[src/rtl/input_menu.sv]
// ---------------------------------------------------------------------------
// input_menu
//
// Purpose:
//   Button-driven data-entry front end for the 8-slot display path. A slot
//   cursor is walked with prev/next; the edit button loads the selected slot
//   into a draft that is then changed one hex nibble at a time. Commit writes
//   the draft back into the selected slot register. The eight slot registers
//   feed the selectable inputs of the output-selection menu.
//
// Ports:
//   clk       in   system clock, all logic on posedge
//   rst       in   synchronous reset, active-low
//   button    in   [3:0] debounced levels: [0] prev/dec, [1] next/inc,
//                  [2] edit/digit-advance, [3] commit
//   out0..7   out  [WIDTH-1:0] slot registers
//   position  out  [2:0] slot cursor
//   editing   out  1 while in the EDIT state
//   digit     out  [2:0] nibble index being edited, 0 = LSB nibble
//   draft     out  [WIDTH-1:0] working value shown while editing
//   wr_valid  out  one-cycle pulse on commit
//   wr_slot   out  [2:0] slot written, valid while wr_valid = 1
//
// Configuration:
//   INPUT_MENU_CANCEL_EN  when defined, edit+commit pressed in the same cycle
//                         while editing abandons the edit without writing.
//                         When undefined, that combination is a plain commit.
// ---------------------------------------------------------------------------
module input_menu #(
    parameter int WIDTH = 24
) (
    input  logic             clk,
    input  logic             rst,
    input  logic [3:0]       button,
    output logic [WIDTH-1:0] out0,
    output logic [WIDTH-1:0] out1,
    output logic [WIDTH-1:0] out2,
    output logic [WIDTH-1:0] out3,
    output logic [WIDTH-1:0] out4,
    output logic [WIDTH-1:0] out5,
    output logic [WIDTH-1:0] out6,
    output logic [WIDTH-1:0] out7,
    output logic [2:0]       position,
    output logic             editing,
    output logic [2:0]       digit,
    output logic [WIDTH-1:0] draft,
    output logic             wr_valid,
    output logic [2:0]       wr_slot
);

    localparam int NDIG = WIDTH / 4;

    typedef enum logic {
        BROWSE,
        EDIT
    } state_t;

    state_t           state_q, state_d;
    logic [3:0]       btn_q;
    logic [3:0]       btn_edge;
    logic [2:0]       position_q, position_d;
    logic [2:0]       digit_q, digit_d;
    logic [WIDTH-1:0] draft_q, draft_d;
    logic             wr_valid_q, wr_valid_d;
    logic [2:0]       wr_slot_q, wr_slot_d;
    logic [WIDTH-1:0] slot_q [8];
    logic [WIDTH-1:0] slot_d [8];

    // Next-state logic. Only rising edges act, so a held button never repeats.
    always_comb begin
        btn_edge   = button & ~btn_q;
        state_d    = state_q;
        position_d = position_q;
        digit_d    = digit_q;
        draft_d    = draft_q;
        wr_valid_d = 1'b0;
        wr_slot_d  = wr_slot_q;
        slot_d     = slot_q;

        case (state_q)
            BROWSE: begin
                // Entering edit wins over a cursor move in the same cycle.
                if (btn_edge[2]) begin
                    state_d = EDIT;
                    draft_d = slot_q[position_q];
                    digit_d = 3'd0;
                end else if (btn_edge[0] && !btn_edge[1]) begin
                    position_d = position_q - 3'd1;
                end else if (btn_edge[1] && !btn_edge[0]) begin
                    position_d = position_q + 3'd1;
                end
            end

            EDIT: begin
`ifdef INPUT_MENU_CANCEL_EN
                if (btn_edge[3] && btn_edge[2]) begin
                    state_d = BROWSE;
                end else
`endif
                if (btn_edge[3]) begin
                    slot_d[position_q] = draft_q;
                    wr_valid_d         = 1'b1;
                    wr_slot_d          = position_q;
                    state_d            = BROWSE;
                end else if (btn_edge[2]) begin
                    if (digit_q == 3'(NDIG - 1)) begin
                        digit_d = 3'd0;
                    end else begin
                        digit_d = digit_q + 3'd1;
                    end
                end else if (btn_edge[0] != btn_edge[1]) begin
                    // Each nibble wraps on its own; no carry or borrow leaks
                    // into the neighbouring nibble.
                    for (int i = 0; i < NDIG; i++) begin
                        if (digit_q == 3'(i)) begin
                            if (btn_edge[0]) begin
                                draft_d[4*i +: 4] = draft_q[4*i +: 4] - 4'd1;
                            end else begin
                                draft_d[4*i +: 4] = draft_q[4*i +: 4] + 4'd1;
                            end
                        end
                    end
                end
            end

            default: state_d = BROWSE;
        endcase
    end

    // State registers. btn_q resets to all-ones so buttons held through
    // reset must be released and pressed again before they act.
    always_ff @(posedge clk) begin
        if (!rst) begin
            state_q    <= BROWSE;
            btn_q      <= 4'b1111;
            position_q <= 3'd0;
            digit_q    <= 3'd0;
            draft_q    <= '0;
            wr_valid_q <= 1'b0;
            wr_slot_q  <= 3'd0;
            for (int i = 0; i < 8; i++) begin
                slot_q[i] <= '0;
            end
        end else begin
            state_q    <= state_d;
            btn_q      <= button;
            position_q <= position_d;
            digit_q    <= digit_d;
            draft_q    <= draft_d;
            wr_valid_q <= wr_valid_d;
            wr_slot_q  <= wr_slot_d;
            for (int i = 0; i < 8; i++) begin
                slot_q[i] <= slot_d[i];
            end
        end
    end

    assign out0     = slot_q[0];
    assign out1     = slot_q[1];
    assign out2     = slot_q[2];
    assign out3     = slot_q[3];
    assign out4     = slot_q[4];
    assign out5     = slot_q[5];
    assign out6     = slot_q[6];
    assign out7     = slot_q[7];
    assign position = position_q;
    assign editing  = (state_q == EDIT);
    assign digit    = digit_q;
    assign draft    = draft_q;
    assign wr_valid = wr_valid_q;
    assign wr_slot  = wr_slot_q;

endmodule

[config.mk]
export PLATFORM = sky130hd
export DESIGN_NAME = input_menu
export DESIGN_NICKNAME = d
export VERILOG_FILES = /design/src/rtl/input_menu.sv
export SDC_FILE = /design/constraint.sdc
export NUM_CORES = 1
export LEC_CHECK = 0
export CAP_MARGIN = 20
export CORE_MARGIN = 2
export CORE_UTILIZATION = 51
export DETAILED_ROUTE_END_ITERATION = 8
export GPL_TIMING_DRIVEN = 0
export PLACE_DENSITY = 0.85
export RECOVER_POWER = 100
export SLEW_MARGIN = 20
export SYNTH_ARGS = -nofsm -noshare
export SYNTH_HDL_FRONTEND = slang
export SYNTH_SLANG_ARGS = --single-unit
[constraint.sdc]
create_clock -name clk -period 4.9 [get_ports clk]
set_input_delay 0.49 -clock clk [delete_from_list [all_inputs] [get_ports clk]]
set_output_delay 0.49 -clock clk [all_outputs]
set_load 0.005 [all_outputs]
==> reports/results.env, run 1 <==
OUTCOME='complete, no violations'
CLOCK_TREE_FROM_TRITONCTS='built'
PLACE_AREA_UM2=13340
CTS_ROOT_BUFFER='clkbuf_16'
GRTUSAGETOTAL=0.3511
FINAL_COMMON_CELL='dfxtp_1'
FINALSETUPTNS_NS=0
CP_TOP_FAMILY='simple AND/OR/NAND/NOR gates'
SKEW_NS=0.02476
SORT_OF_ELEMENT_AT_THE_START_OF_THE_CRITICAL_PATH='flop'
DIE_HEIGHT_UM=148.7
FLOORPLAN.INITIALDENSITY=0.5242
SYNTH_CELLS=1107
WORST_PATH_MAX_DELAY_CELL='nor3_1'
DETAILEDROUTE.FIRSTPASSITERATIONCOUNT=8
PWR_DENSITY_CELL_nW_PER_UM2=285.8
FLOW.AREA_GROWTH_FROM_SYNTHESIS_PCT=31.06
FINALWIRELENGTH_UM=40010
POSTSYNTH.ASYNCRESETSHARE=0
WORST-ENDPOINT-ARRIVAL_NS=4.26
FP.DIEW_UM=148.7
CLKTRANSATPATHREGS_NS=0.07
YOSYS.AREA.TOP_TYPE='dfxtp_1'
CTS.SINKS=231
GRT_MAX_DEGREE=14
ANTENNA-DIODE-COUNT=0
FINAL_LAYOUT_FILL_CELL_COUNT=1538
DIEAREA_UM2=22110
WORST_HOLD_SLACK_NS=0.4645
CTS_HOLD_REPAIR_BUFFERS=0
GLOBALROUTE.TOTALOVERFLOW=0
VIAS=10430
SYNTH_SEQUENTIAL_AREA_RATIO=0.4332
DOMINANTREGCELLSYNTH='dfxtp_1'
STD_CELL_ROWS=52
DRT-VIAS-PER-INSTANCE=6.314
FIRST_GLOBAL_VIAS=9687
GRT_ANTENNA_BEFORE_REPAIR=1
DETAILED_PLACE_HPWL_UM=28610
TIMING.CRITICAL_PATH.BUF_INV=2
SYNTH_TOP_AREA_SHARE=0.4332
BUFFER_PORTS.INSERTED=232
CORE_UM2=20360
TIMING.FINAL.HOLD_VIOLATIONS=0
CLK-INSERTION-DELAY-LATE_NS=0.54
ANTENNA_VIOLATING_NETS_POST_ROUTE=0
SYNTH_WARNINGS=0
MAX_CLOCK_FREQ_MHz=259.2
CRIT_PATH_MAX_INCR_DELAY_NS=1.09
GRT_PASS1_WL_UM=58230
GRT_SETUP_UNREPAIRED='false'
TIMING.MAX_CAP.VIOLATIONS=0
POST_CTS.REPAIR.SETUP_BUFFERS=0
FINISH.NET_COUNT=1382
MAPPEDNETLISTAREA_UM2=10680
SYNTH.FF_LATCH_COUNT=231
SYN_AVG_CELL_AREA_UM2=9.643
MAX-SLEW-MARGIN-REL=0.1147
SYNTH-EDFF-COUNT=0
SYNTH_CELL_TYPES=63
SYNTH_AREA_LEADERS='dfxtp_1, mux2i_1, mux4_2'
TIMING_MAX_TRANSITION_VIOLATIONS_FINAL=0
WORST-SETUP-PATH-TYPE='flop to flop'
CRIT_PATH_CELL_TRACE='clkbuf_1, nand2_1, nor3_1, clkbuf_1, mux2i_1, nor2_1'
SETUP_VIOL_COUNT_FINAL=0
DRT-INITIAL-DRC-COUNT=1471
IR_DROP_mV=0.1935
HOLD_PATH_CLASS='flop to flop'
TIMING.FINAL.CRIT_PERIOD_NS=3.858
PLACE_CONGESTION=1.024
ROUTE.DETAILED.DRC=0
CRITICAL_PATH_REQUIRED_NS=5.31
CLK_PATH_BUF_DEPTH=3
FLOORPLAN.IO_PINS=233
SETUP.WORST_PATH.END_CLASS='flop'
CPMOSTUSEDCELL='clkbuf_1'
POSTCTSRESIZEDCELLS=0
TOP_LIBRARY_CELLS_BY_USAGE_IN_THE_LAYOUT_FILL_AND_TAPS_ASIDE='dfxtp_1, dlygate4sd3_1, mux2i_1'
FINAL_DESIGN_AREA_NO_FILL_UM2=13990
TIGHTESTPINTRANSITION_NS=1.318
DETAIL_ROUTE.WL_PER_CELL_UM=24.22
WORSTPATHMAXFANOUT=10
LAYOUT-DRIVE-GT1-SHARE=0.08973
CTS_BUF_COUNT=24
STATIC-LEAKAGE-POWER_nW=6.048
FINAL.PERIOD_UTILIZATION=0.7873
CTS-HTREE-LEVELS=1
SYNTH.NET_COUNT=1124
-- registers in the layout, indices dropped and copies added (netlist names), 24 cells and up --
| signal | count |
|---|---|
| out4 | 24 |
| out5 | 24 |
| out2 | 24 |
| out6 | 24 |
| out1 | 24 |
| out7 | 24 |
| draft | 24 |
| out0 | 24 |
| out3 | 24 |
-- per-stage QoR --
step | cells | worst slack (ns) | power, mW | util
CTS | 1652 | 2.054 | 3.977 | 0.6922
global placement | 1609 | 1.674 | 2.237 | 0.6548
global route | 1652 | 0.9705 | 4.064 | 0.6870
detailed placement | 1609 | 1.628 | 2.242 | 0.6548
finish | 1652 | 1.042 | 3.998 | 0.6870
floorplan | 1107 | 2.697 | 2.125 | -
-- layer usage --
layer,track usage,up-vias,wire [um]
met5,0,-,11
met3,0.08037,158,5346
met2,0.5512,902,17730
li1,-,4392,-
met1,0.4720,4977,14880
met4,0.1395,2,2032
-- worst min-delay path, stage by stage, from the launching register on --
cell and delay (ns):
dfxtp_1 0.30, nand2_1 0.06, a21oi_1 0.06
-- final timing paths --
check	startpoint	slack (ns)	depth (start not counted)	endpoint
setup / recovery	position[2]	1.04	6	out6[22]
hold / removal	wr_slot[1]	0.46	2	wr_slot[1]
setup reg to reg	position[2]	1.04	6	out6[22]
hold reg to reg	wr_slot[1]	0.46	2	wr_slot[1]
-- where the power goes --
part / internal (mW) / leakage, nW / total [mW] / switching, mW
Combinational: 0.0945 / 3.82 / 0.306 / 0.211
Sequential: 1.89 / 1.86 / 1.90 / 0.0112
Clock: 1.01 / 0.370 / 1.79 / 0.779
Total: 3.00 / 6.05 / 4.00 / 1.00
-- kinds of logic after synthesis --
family	count (synthesis)	share of synthesized area
compound gates	173	0.09576
fa+ha+maj	11	0.01360
mux	217	0.2470
simple gates	357	0.1492
flops	231	0.4332
xor+xnor	5	0.004102
buf+inv	113	0.05720
-- synth_stat cells (5+ instances only) --
library cell,count
nor3_1,7
a31oi_1,12
ha_1,10
nor3b_1,5
dfxtp_1,231
nand3_1,16
clkbuf_1,38
mux2i_1,179
buf_2,38
buf_4,11
mux4_2,37
nand2b_1,8
nand2_1,110
inv_1,10
nor2_1,170
o21ai_0,43
a21oi_1,72
a22oi_1,12
nor2b_1,5
buf_6,10
-- layout make-up --
type                       count  area (um^2)  area share
inverter                      12        45.04    0.003219
multi-input combinational    763         5408      0.3865
clock inverter                 4        33.78    0.002415
clock buffer                  39        726.9     0.05196
timing repair buffer         232         2322      0.1660
tap                          270        337.8     0.02415
sequential                   231         4624      0.3305
buffer                       101        493.0     0.03524
(Power assumes the default switching activity.)
==> run 2: changes to the inputs <==
--- a/config.mk
+++ b/config.mk
@@ -7,10 +7,10 @@
 export LEC_CHECK = 0
 export CAP_MARGIN = 20
 export CORE_MARGIN = 2
-export CORE_UTILIZATION = 51
+export CORE_UTILIZATION = 46
 export DETAILED_ROUTE_END_ITERATION = 8
 export GPL_TIMING_DRIVEN = 0
-export PLACE_DENSITY = 0.85
+export PLACE_DENSITY = 0.82
 export RECOVER_POWER = 100
 export SLEW_MARGIN = 20
 export SYNTH_ARGS = -nofsm -noshare
==> constraint.sdc (replaced) <==
create_clock -name clk -period 3.3 [get_ports clk]
set_input_delay 0.33 -clock clk [delete_from_list [all_inputs] [get_ports clk]]
set_output_delay 0.33 -clock clk [all_outputs]
set_load 0.005 [all_outputs]
==> run 2 against run 1 <==
Net effect: the run now ends with max-capacitance violations, max-slew violations left; sequential cell count is the same; sequential power increased by 48%; core utilization decreased by 6.7 points; global-route usage fell by 2.8 points; sequential share of layout area decreased by 0.19 points; clock skew is 0.012 ns lower; combinational power is 51% higher; non-clock buffer count stayed put; clock power up 54%; total power grew 51%; cell count grew 0.91%; largest power group unchanged.
==> reports/results.env, run 2 (synthesis results as in run 1) <==
OUTCOME='complete, but fails checks'
VIOLATIONS_IN_THE_FINAL_REPORTS='max-capacitance violations, max-slew violations'
SORT_OF_ELEMENT_AT_THE_START_OF_THE_CRITICAL_PATH='flop'
CLKTRANSATPATHREGS_NS=0.06  # about the same
FINALSETUPTNS_NS=0  # unchanged
GRT_PASS1_WL_UM=59800  # +2.7%
WORSTHOLDSTART='button[2]'
FP.DIEW_UM=156.3  # +5.2%
FF2FF_PATH_DEPTH=7  # +1
TOP_LIBRARY_CELLS_BY_USAGE_IN_THE_LAYOUT_FILL_AND_TAPS_ASIDE='dfxtp_1, dlygate4sd3_1, mux2i_1'
VIAS=10220  # -2.0%
CLK-INSERTION-DELAY-LATE_NS=0.52  # -0.02 ns
BUFFER_PORTS.INSERTED=232  # unchanged
DETAILEDROUTE.FIRSTPASSITERATIONCOUNT=6  # -2
SETUP.WORST_PATH.END_CLASS='flop'
DIEAREA_UM2=24440  # +11%
LAUNCHING_POINT_OF_THE_WORST_REG2REG_PATH='position[1]'
CTS_ROOT_BUFFER='clkbuf_16'
CRITICAL_PATH_REQUIRED_NS=3.68  # -1.63 ns
FINAL_COMMON_CELL='dfxtp_1'
CLK_PATH_BUF_DEPTH=3  # unchanged
GRT_MAX_DEGREE=13  # -1
STD_CELL_ROWS=55  # +5.8%
IR_DROP_mV=0.3749  # +94%
TIGHTESTPINTRANSITION_NS=1.548  # +0.2302 ns
FLOORPLAN.INITIALDENSITY=0.4701  # -0.05412
HOLD_PATH_CLASS='input port to flop'
TOTAL_POWER_mW=6.036  # +51%
LAYOUT-DRIVE-GT1-SHARE=0.09407  # +0.004342
TIMING_MAX_TRANSITION_VIOLATIONS_FINAL=5  # +5
SETUP_VIOL_COUNT_FINAL=0  # unchanged
GRT_SETUP_UNREPAIRED='false'
ANTENNA-DIODE-COUNT=0  # unchanged
STATIC-LEAKAGE-POWER_nW=6.086  # +0.63%
CORE_UM2=22710  # +12%
FIRST_GLOBAL_VIAS=9700  # +0.13%
POST_CTS.REPAIR.SETUP_BUFFERS=0  # unchanged
DRT-INITIAL-DRC-COUNT=1169  # -21%
ROUTE.DETAILED.DRC=0  # unchanged
HOLD_END='btn_q[2]'
WORSTPATHMAXFANOUT=10  # unchanged
DRT-VIAS-PER-INSTANCE=6.133  # -2.9%
MAX-SLEW-MARGIN-REL=-0.03990  # -0.1546
PLACE_CONGESTION=0.9505  # -7.2%
CTS_HOLD_REPAIR_BUFFERS=0  # unchanged
WHS_PATH_DEPTH=2  # unchanged
PWR_DENSITY_CELL_nW_PER_UM2=428.9  # +50%
CTS_BUF_COUNT=25  # +4.2%
TIMING.FINAL.CRIT_PERIOD_NS=3.147  # -0.7102 ns
GRTUSAGETOTAL=0.3235  # -0.02758
WORST_R2R_SETUP_SLACK_NS=0.15  # -0.89 ns
GLOBALROUTE.TOTALOVERFLOW=0  # unchanged
WORST-ENDPOINT-ARRIVAL_NS=3.52  # -0.74 ns
RR_ENDPOINT='out0[3]'
GRT_ANTENNA_BEFORE_REPAIR=0  # -1
DETAIL_ROUTE.WL_PER_CELL_UM=24.37  # +0.64%
DIE_HEIGHT_UM=156.3  # +5.2%
FINAL.PERIOD_UTILIZATION=0.9538  # +0.1665
CTS.SINKS=231  # unchanged
WORST-SETUP-PATH-TYPE='flop to flop'
POSTCTSRESIZEDCELLS=0  # unchanged
FLOORPLAN.IO_PINS=233  # unchanged
DETAILED_PLACE_HPWL_UM=29500  # +3.1%
FINISH.NET_COUNT=1383  # +0.072%
FINALWIRELENGTH_UM=40630  # +1.6%
CTS-HTREE-LEVELS=1  # unchanged
TIMING.MAX_CAP.VIOLATIONS=1  # +1
MAX_CLOCK_FREQ_MHz=317.7  # +23%
TIMING.FINAL.HOLD_VIOLATIONS=0  # unchanged
FINAL_LAYOUT_FILL_CELL_COUNT=1831  # +19%
ANTENNA_VIOLATING_NETS_POST_ROUTE=0  # unchanged
SKEW_NS=0.01269  # -0.01207 ns
CLOCK_TREE_FROM_TRITONCTS='built'
FLOW.AREA_GROWTH_FROM_SYNTHESIS_PCT=31.82
run 2: where the power goes:
part	internal [mW]	switching (mW)
Sequential	2.81	0.0170
Combinational	0.142	0.319
Clock	1.60	1.15
Total	4.55	1.49
run 2: worst max path at each step:
stage	cells past startpoint	slack (ns)	startpoint	to
after CTS	10	0.53	editing	draft[7]
after global routing	7	0.18	position[1]	out0[3]
final	7	0.15	position[1]	out0[3]
after floorplan	9	1.16	editing	draft[6]
after detailed placement	10	0.27	button[0]	draft[23]
after global placement	10	0.28	button[0]	draft[23]
run 2: cell type report:
| type | count | area (um^2) | area share |
|---|---|---|---|
| clock buffers | 39 | 738.2 | 0.05246 |
| inverters | 12 | 45.04 | 0.003201 |
| well taps | 285 | 356.6 | 0.02534 |
| plain buffers | 101 | 523.0 | 0.03717 |
| clock inverters | 4 | 45.04 | 0.003201 |
| repair buffers | 232 | 2322 | 0.1650 |
| flip-flops and latches | 231 | 4624 | 0.3286 |
| multi-input cells | 763 | 5418 | 0.3850 |
run 2: per-stage QoR:
stage,area [um^2],instances,hold WS (ns),setup slack (ns),utilization
floorplan,10680,1107,0.4315,1.159,-
global placement,13350,1624,0.4477,0.2845,0.5880
detailed placement,13350,1624,0.4688,0.2728,0.5880
CTS,14140,1667,0.4262,0.5304,0.6225
global route,14070,1667,0.4345,0.1781,0.6197
finish,14070,1667,0.4294,0.1526,0.6197
run 2: per-layer routing:
metal,share of wire,vias to the layer above,global-route usage
li1,-,4389,-
met1,0.36,4859,0.4155
met2,0.45,808,0.5083
met3,0.13,167,0.09028
met4,0.055,0,0.1459
met5,0,-,0
run 2: critical path, stage by stage, from the launching register on:
cell	delay (ns)
dfxtp_1	0.51
buf_4	0.29
clkbuf_1	0.62
nor2_1	0.15
nand2_1	0.38
clkbuf_1	0.68
mux2i_1	0.30
nor2_1	0.06
